==> src/rtl/month_fetch_pkg.sv <==
// Shared types and defaults for the month-name strip line fetcher.
package month_fetch_pkg;

    typedef enum logic [1:0] {
        ST_IDLE  = 2'd0,
        ST_ISSUE = 2'd1,
        ST_DRAIN = 2'd2,
        ST_DONE  = 2'd3
    } fetch_state_e;

    localparam int DEF_MONTH_CNT = 12;
    localparam int DEF_MAX_X     = 130;
    localparam int DEF_MAX_Y     = 30;
    localparam int DEF_OFFSET    = 84;
    localparam int ROM_AW        = 13;

    // First ROM address of a strip row; callers guarantee y < MAX_Y so no wrap.
    function automatic logic [ROM_AW-1:0] row_base(input logic [ROM_AW-1:0] y,
                                                   input int unsigned max_x);
        logic [31:0] prod;
        prod = 32'(y) * 32'(max_x);
        return prod[ROM_AW-1:0];
    endfunction

endpackage

==> src/rtl/month_line_buf.sv <==
// One half of the ping-pong strip buffer: single write port, registered read port.
module month_line_buf #(
    parameter int DEPTH = 130,
    parameter int AW    = 8
) (
    input  logic          clk_i,
    input  logic          rst_i,
    input  logic          we_i,
    input  logic [AW-1:0] waddr_i,
    input  logic          wdata_i,
    input  logic [AW-1:0] raddr_i,
    output logic          rdata_o
);

    logic mem_q [DEPTH];
    logic rdata_q;

    // Pixel storage, written by the fetch pipeline.
    always_ff @(posedge clk_i) begin
        if (we_i) begin
            mem_q[waddr_i] <= wdata_i;
        end
    end

    // Registered read for the pixel pipeline.
    always_ff @(posedge clk_i or negedge rst_i) begin
        if (!rst_i) begin
            rdata_q <= 1'b0;
        end else begin
            rdata_q <= mem_q[raddr_i];
        end
    end

    assign rdata_o = rdata_q;

endmodule

==> src/rtl/month_row_fetch.sv <==
// Fetches one month-strip row from ROM into a ping-pong line buffer during hblank
// and serves strip pixels to the video pipeline from the front buffer.
module month_row_fetch
    import month_fetch_pkg::*;
#(
    parameter int MONTH_CNT = DEF_MONTH_CNT,
    parameter int MAX_X     = DEF_MAX_X,
    parameter int MAX_Y     = DEF_MAX_Y,
    parameter int OFFSET    = DEF_OFFSET,
    parameter int PIX_X_W   = 12,
    parameter int PIX_Y_W   = 12,
    parameter int ROM_LAT   = 1,
    parameter int MONTH_W   = $clog2(MONTH_CNT)
) (
    input  logic               clk_i,
    input  logic               rst_i,
    input  logic [MONTH_W-1:0] month_i,
    input  logic               line_req_i,
    input  logic [PIX_Y_W-1:0] line_y_i,
    input  logic               line_swap_i,
    output logic               line_busy_o,
    output logic               line_done_o,
    output logic               underrun_o,
    output logic               overrun_o,
    output logic [ROM_AW-1:0]  rom_addr_o,
    output logic [MONTH_W-1:0] rom_month_o,
    input  logic               rom_pix_i,
    input  logic [PIX_X_W-1:0] rd_x_i,
    output logic               rd_pix_o
);

    localparam int XW = $clog2(MAX_X);
    localparam int LW = (ROM_LAT > 1) ? $clog2(ROM_LAT) : 1;

    fetch_state_e                    state_q, state_d;
    logic [XW-1:0]                   x_q, x_d;
    logic [ROM_AW-1:0]               addr_q, addr_d;
    logic [MONTH_W-1:0]              month_q, month_d;
    logic                            tgt_q, tgt_d;
    logic                            front_q, front_d;
    logic [1:0]                      valid_q, valid_d;
    logic                            busy_q, busy_d;
    logic                            done_q, done_d;
    logic                            underrun_q, underrun_d;
    logic                            overrun_q, overrun_d;
    logic [LW-1:0]                   drain_q, drain_d;
    logic [ROM_LAT-1:0]              pipe_v_q, pipe_v_d;
    logic [ROM_LAT-1:0][XW-1:0]      pipe_x_q, pipe_x_d;
    logic                            rd_ok_q, rd_ok_d;
    logic                            rd_sel_q, rd_sel_d;
    logic [XW-1:0]                   rd_addr_s;
    logic                            rd_in_s;
    logic [1:0]                      we_s;
    logic [1:0]                      rd_data_s;

    // Fetch sequencer, buffer bookkeeping and sticky error flags.
    always_comb begin
        state_d    = state_q;
        x_d        = x_q;
        addr_d     = addr_q;
        month_d    = month_q;
        tgt_d      = tgt_q;
        valid_d    = valid_q;
        drain_d    = drain_q;
        done_d     = 1'b0;
        front_d    = line_swap_i ? ~front_q : front_q;
        underrun_d = underrun_q | (line_swap_i & busy_q);
        overrun_d  = overrun_q | (line_req_i & (state_q != ST_IDLE));
        for (int i = ROM_LAT - 1; i > 0; i--) begin
            pipe_v_d[i] = pipe_v_q[i-1];
            pipe_x_d[i] = pipe_x_q[i-1];
        end
        pipe_v_d[0] = (state_q == ST_ISSUE);
        pipe_x_d[0] = x_q;

        case (state_q)
            ST_IDLE: begin
                if (line_req_i) begin
                    month_d = month_i;
                    // A coincident swap has already moved front; fetch the new back.
                    tgt_d   = ~front_d;
                    if (line_y_i >= PIX_Y_W'(MAX_Y)) begin
                        valid_d[tgt_d] = 1'b0;
                        done_d         = 1'b1;
                        state_d        = ST_DONE;
                    end else begin
                        addr_d  = row_base(ROM_AW'(line_y_i), MAX_X);
                        x_d     = '0;
                        state_d = ST_ISSUE;
                    end
                end else begin
                    state_d = ST_IDLE;
                end
            end
            ST_ISSUE: begin
                if (x_q == XW'(MAX_X - 1)) begin
                    drain_d = '0;
                    state_d = ST_DRAIN;
                end else begin
                    x_d    = x_q + XW'(1);
                    addr_d = addr_q + 13'd1;
                end
            end
            ST_DRAIN: begin
                if (drain_q == LW'(ROM_LAT - 1)) begin
                    valid_d[tgt_q] = 1'b1;
                    done_d         = 1'b1;
                    state_d        = ST_DONE;
                end else begin
                    drain_d = drain_q + LW'(1);
                end
            end
            ST_DONE: begin
                state_d = ST_IDLE;
            end
            default: begin
                state_d = ST_IDLE;
            end
        endcase

        busy_d = (state_d == ST_ISSUE) || (state_d == ST_DRAIN);
    end

    // Read-side address decode against the strip window.
    always_comb begin
        rd_in_s  = (rd_x_i >= PIX_X_W'(OFFSET)) && (rd_x_i < PIX_X_W'(OFFSET + MAX_X));
        rd_ok_d  = rd_in_s & valid_q[front_q];
        rd_sel_d = front_q;
        if (rd_in_s) begin
            rd_addr_s = XW'(rd_x_i - PIX_X_W'(OFFSET));
        end else begin
            rd_addr_s = '0;
        end
    end

    // State registers.
    always_ff @(posedge clk_i or negedge rst_i) begin
        if (!rst_i) begin
            state_q    <= ST_IDLE;
            x_q        <= '0;
            addr_q     <= '0;
            month_q    <= '0;
            tgt_q      <= 1'b0;
            front_q    <= 1'b0;
            valid_q    <= 2'b00;
            busy_q     <= 1'b0;
            done_q     <= 1'b0;
            underrun_q <= 1'b0;
            overrun_q  <= 1'b0;
            drain_q    <= '0;
            pipe_v_q   <= '0;
            pipe_x_q   <= '0;
            rd_ok_q    <= 1'b0;
            rd_sel_q   <= 1'b0;
        end else begin
            state_q    <= state_d;
            x_q        <= x_d;
            addr_q     <= addr_d;
            month_q    <= month_d;
            tgt_q      <= tgt_d;
            front_q    <= front_d;
            valid_q    <= valid_d;
            busy_q     <= busy_d;
            done_q     <= done_d;
            underrun_q <= underrun_d;
            overrun_q  <= overrun_d;
            drain_q    <= drain_d;
            pipe_v_q   <= pipe_v_d;
            pipe_x_q   <= pipe_x_d;
            rd_ok_q    <= rd_ok_d;
            rd_sel_q   <= rd_sel_d;
        end
    end

    assign we_s[0] = pipe_v_q[ROM_LAT-1] & ~tgt_q;
    assign we_s[1] = pipe_v_q[ROM_LAT-1] & tgt_q;

    month_line_buf #(.DEPTH(MAX_X), .AW(XW)) u_buf0 (
        .clk_i   (clk_i),
        .rst_i   (rst_i),
        .we_i    (we_s[0]),
        .waddr_i (pipe_x_q[ROM_LAT-1]),
        .wdata_i (rom_pix_i),
        .raddr_i (rd_addr_s),
        .rdata_o (rd_data_s[0])
    );

    month_line_buf #(.DEPTH(MAX_X), .AW(XW)) u_buf1 (
        .clk_i   (clk_i),
        .rst_i   (rst_i),
        .we_i    (we_s[1]),
        .waddr_i (pipe_x_q[ROM_LAT-1]),
        .wdata_i (rom_pix_i),
        .raddr_i (rd_addr_s),
        .rdata_o (rd_data_s[1])
    );

    assign line_busy_o = busy_q;
    assign line_done_o = done_q;
    assign underrun_o  = underrun_q;
    assign overrun_o   = overrun_q;
    assign rom_addr_o  = addr_q;
    assign rom_month_o = month_q;
    assign rd_pix_o    = rd_ok_q & (rd_sel_q ? rd_data_s[1] : rd_data_s[0]);

endmodule

==> config.mk <==
export PLATFORM = sky130hd
export DESIGN_NAME = month_row_fetch
export DESIGN_NICKNAME = d
export VERILOG_FILES = /design/src/rtl/month_fetch_pkg.sv /design/src/rtl/month_line_buf.sv /design/src/rtl/month_row_fetch.sv
export SDC_FILE = /design/constraint.sdc
export NUM_CORES = 1
export LEC_CHECK = 0
export CORE_ASPECT_RATIO = 1.2
export CORE_MARGIN = 2
export CORE_UTILIZATION = 45
export DETAILED_ROUTE_END_ITERATION = 7
export SETUP_SLACK_MARGIN = 0.2
export SYNTH_ARGS = -nofsm -noshare
export SYNTH_HDL_FRONTEND = slang
export SYNTH_SLANG_ARGS = --single-unit
==> constraint.sdc <==
create_clock -name clk_i -period 5.4 [get_ports clk_i]
set_clock_uncertainty 0.15 [all_clocks]
set_input_delay 1.08 -clock clk_i [delete_from_list [all_inputs] [get_ports clk_i]]
set_output_delay 1.08 -clock clk_i [all_outputs]
set_load 0.01 [all_outputs]
==> reports/metrics.cfg <==
[floorplan]
start_util_pct = 45.4
die_x_um = 166
pin_count = 55
core_area_um2 = 31200
num_rows = 71
dieArea_um2 = 32900
dieHeight_um = 198

[layout]
diodes = 0
final_area_um2 = 16100
utilization_pct = 51.5
layout-drive-gt1-share_pct = 10.2
area_growth_pct = 13.3
fill_cells = 2720
nets = 1264

[grt]
grt_max_degree = 161
use_met3_pct = 3.18
antenna_found_initial = 0
use_met1_pct = 31.0
grt_pass1_wl_um = 57700
globalRoute.busiestLayer = met2
grtUsageMet2_pct = 38.8
grt_overflow = 0
grt_pass1_vias = 9632
grt.total_usage_pct = 23.2

[cts]
post_cts_resize_count = 0
cts_buffers = 31
h-tree-depth = 1
clockRootBuffer = clkbuf_16
postCtsHoldBufs = 0
clk_latency_ps = 560
clk_path_buf_depth = 3
tritoncts = built
cts.sinks = 308
clk_pin_slew_ps = 60
postCtsSetupBuffers = 0

[run_status]
outcome = complete, no violations

[timing]
period_needed_ps = 4100
rsz0062_at_grt = false
setup_tns_ps = 0
fmax_ghz = 0.244
worst_pin_slew_ps = 1250
hold_viol = 0
setup_violations = 0
fin_ws_ps = 1300
hold_slack_ps = 284
period_share_pct = 76.0
report.final.slew_viol_count = 0
slew_headroom_pct = 16.2

[placement]
place_area_um2 = 15000
hpwl_um = 23400
dp_slack_ps = 779
gp_congestion = 0.890
numPortBuffers = 54

[critical_path]
required_ps = 5670
critPathLaunchType = input port
path_class = in2reg
cp-end-kind = register
r2r_cells = 8
cp_max_fo = 19
cp.arrival_ps = 4380

[routing]
first_pass_iters = 6
drc = 0
totalWireLength_um = 37800
vias = 9755
wl_per_cell_um = 23.0
drtAntennaViolNets = 0
viasPerCell = 5.94
drt_first_iter_violations = 969

[hold_path]
hp-class = reg2reg
holdPathStages = 0

[power_and_ir_drop]
netSwitchingFraction_pct = 29.4
p_int_w = 0.00432
vdd_ir_drop_max_uv = 319
power.share.clock_pct = 34.6
combPwrFrac_pct = 18.5
switchingPower_w = 0.00180
seqPwrFrac_pct = 46.8
power_density_nw_per_um2 = 381
power_leakage_nw = 5.24

[synth]
synth-edff-count = 260
yosys_warnings = 0
synth-main-ff-cell = edfxtp_1
yosysUniqueCellTypes = 64
yosysSeqAreaShare_pct = 63.6
netlist_area_um2 = 14200
synth_seq_cells = 308
synth.net_count = 1232
async_flop_share_pct = 15.6
synthCells = 1184
avgSynthCellArea_um2 = 12.0

[run]
maxCapViolCount = 0

## synth_stat cells, types with 5 or more instances
cell	instances	area, um^2
ha_1	14	175
nand2_1	77	289
a311oi_1	7	61.3
or3_1	10	62.6
and3_1	9	56.3
nor2b_1	13	81.3
o221ai_1	5	43.8
a31oi_1	15	93.8
a21oi_1	41	205
buf_2	9	45.0
edfxtp_1	260	7810
o21ai_0	42	210
nor2_1	311	1170
mux4_2	28	631
nand3_1	29	145
xnor2_1	8	70.1
o22ai_1	15	93.8
a21o_1	7	52.6
clkbuf_1	55	206
mux2_2	15	169
and2_1	5	31.3
inv_1	15	56.3
o211ai_1	5	37.5
nand4_1	9	56.3
nor3_1	14	70.1
nand2b_1	8	50.1
xor2_1	6	52.6
a2111oi_0	5	43.8
mux2i_1	35	350
nor4_1	7	43.8
dfrtp_1	48	1200
## final cells by class
class / count / area (um^2) / area share (%)
Clock inverter: 9 / 51.3 / 0.320
Clock buffer: 49 / 967 / 6.02
Timing Repair Buffer: 72 / 672 / 4.19
Multi-Input combinational cell: 787 / 4790 / 29.9
Tap cell: 401 / 502 / 3.13
Inverter: 16 / 60.1 / 0.374
Sequential cell: 308 / 9010 / 56.1
## cell usage in the layout, fill, tap and decap left out, types with 4 or more instances in the layout
cell type,count
o211ai_1,5
o311ai_0,4
a2111oi_0,5
a311oi_1,7
a21o_1,7
nor4_1,5
a21oi_1,41
o22ai_1,15
dfrtp_1,48
clkbuf_16,33
nand4_1,9
clkbuf_1,6
nand2b_1,8
nand2_1,77
mux2_2,15
clkdlybuf4s50_1,49
and3_1,9
nor3_1,14
clkbuf_8,7
a31oi_1,15
buf_4,18
ha_1,14
inv_1,15
o21ai_0,42
o32ai_1,4
mux2i_1,35
o221ai_1,5
nor2_1,311
nand3_1,29
xor2_1,6
edfxtp_1,260
mux4_2,28
nor2b_1,13
clkinv_2,6
a211oi_1,4
xnor2_1,8
and2_1,5
or3_1,10
## state kept, by name (all words and copies together), names as in the netlist, 2 cells and up
name and cells:
pipe_x_d 8, pipe_x_q 8, rom_addr_o 13, rom_month_o 4, state_q 2, u_buf0.mem_q 130
u_buf1.mem_q 130, valid_q 2
## worst paths after layout
kind	start	to	slack, ps
hold reg to reg	pipe_x_d[1]	pipe_x_q[1]	280
max in group asynchronous	rst_i	rom_addr_o[10]	4190
min in group asynchronous	rst_i	rom_month_o[3]	480
setup / recovery	rd_x_i[3]	u_buf1.rdata_o	1300
setup reg to reg	state_q[1]	pipe_x_d[7]	2400
hold / removal	pipe_x_d[1]	pipe_x_q[1]	280
## worst max-delay path, stage by stage
cell	delay, ps
clkdlybuf4s50_1	460
inv_1	120
ha_1	170
nor3b_1	330
nor3_2	160
or3_1	700
buf_4	320
or3_1	340
a311oi_1	310
a311oi_1	120
o311ai_1	130
o211ai_1	150
## stage by stage
stage	std cells	total power, W
floorplan	1184	0.00353
global placement	1584	0.00403
detailed placement	1584	0.00404
CTS	1642	0.00616
global route	1642	0.00638
finish	1642	0.00612
## power groups by stage
stage	Combinational [W]	Sequential (W)	Clock, W
6_report	0.00113	0.00287	0.00212
3_3_place_gp	0.00112	0.00291	0
3_5_place_dp	0.00113	0.00291	0
2_1_floorplan	0.000623	0.00291	0
5_1_grt	0.00124	0.00289	0.00225
4_1_cts	0.00113	0.00287	0.00216
## per-layer routing
layer | vias to the layer above | wire, um
met1 | 4873 | 15500
met5 | - | 0
li1 | 4406 | -
met4 | 0 | 1360
met3 | 84 | 2560
met2 | 392 | 18400
## kinds of logic (layout without fill, tap and decap cells)
group           after synthesis  in the layout  share of synthesized area [%]
fa+ha+maj                    15             15                           1.38
mux                          78             78                           8.11
xor+xnor                     14             14                          0.865
simple gates                507            507                           15.5
compound gates              173            173                           7.88
flops                       308            308                           63.6
buf+inv                      89            146                           2.70
Power figures use the tool's default switching activity.
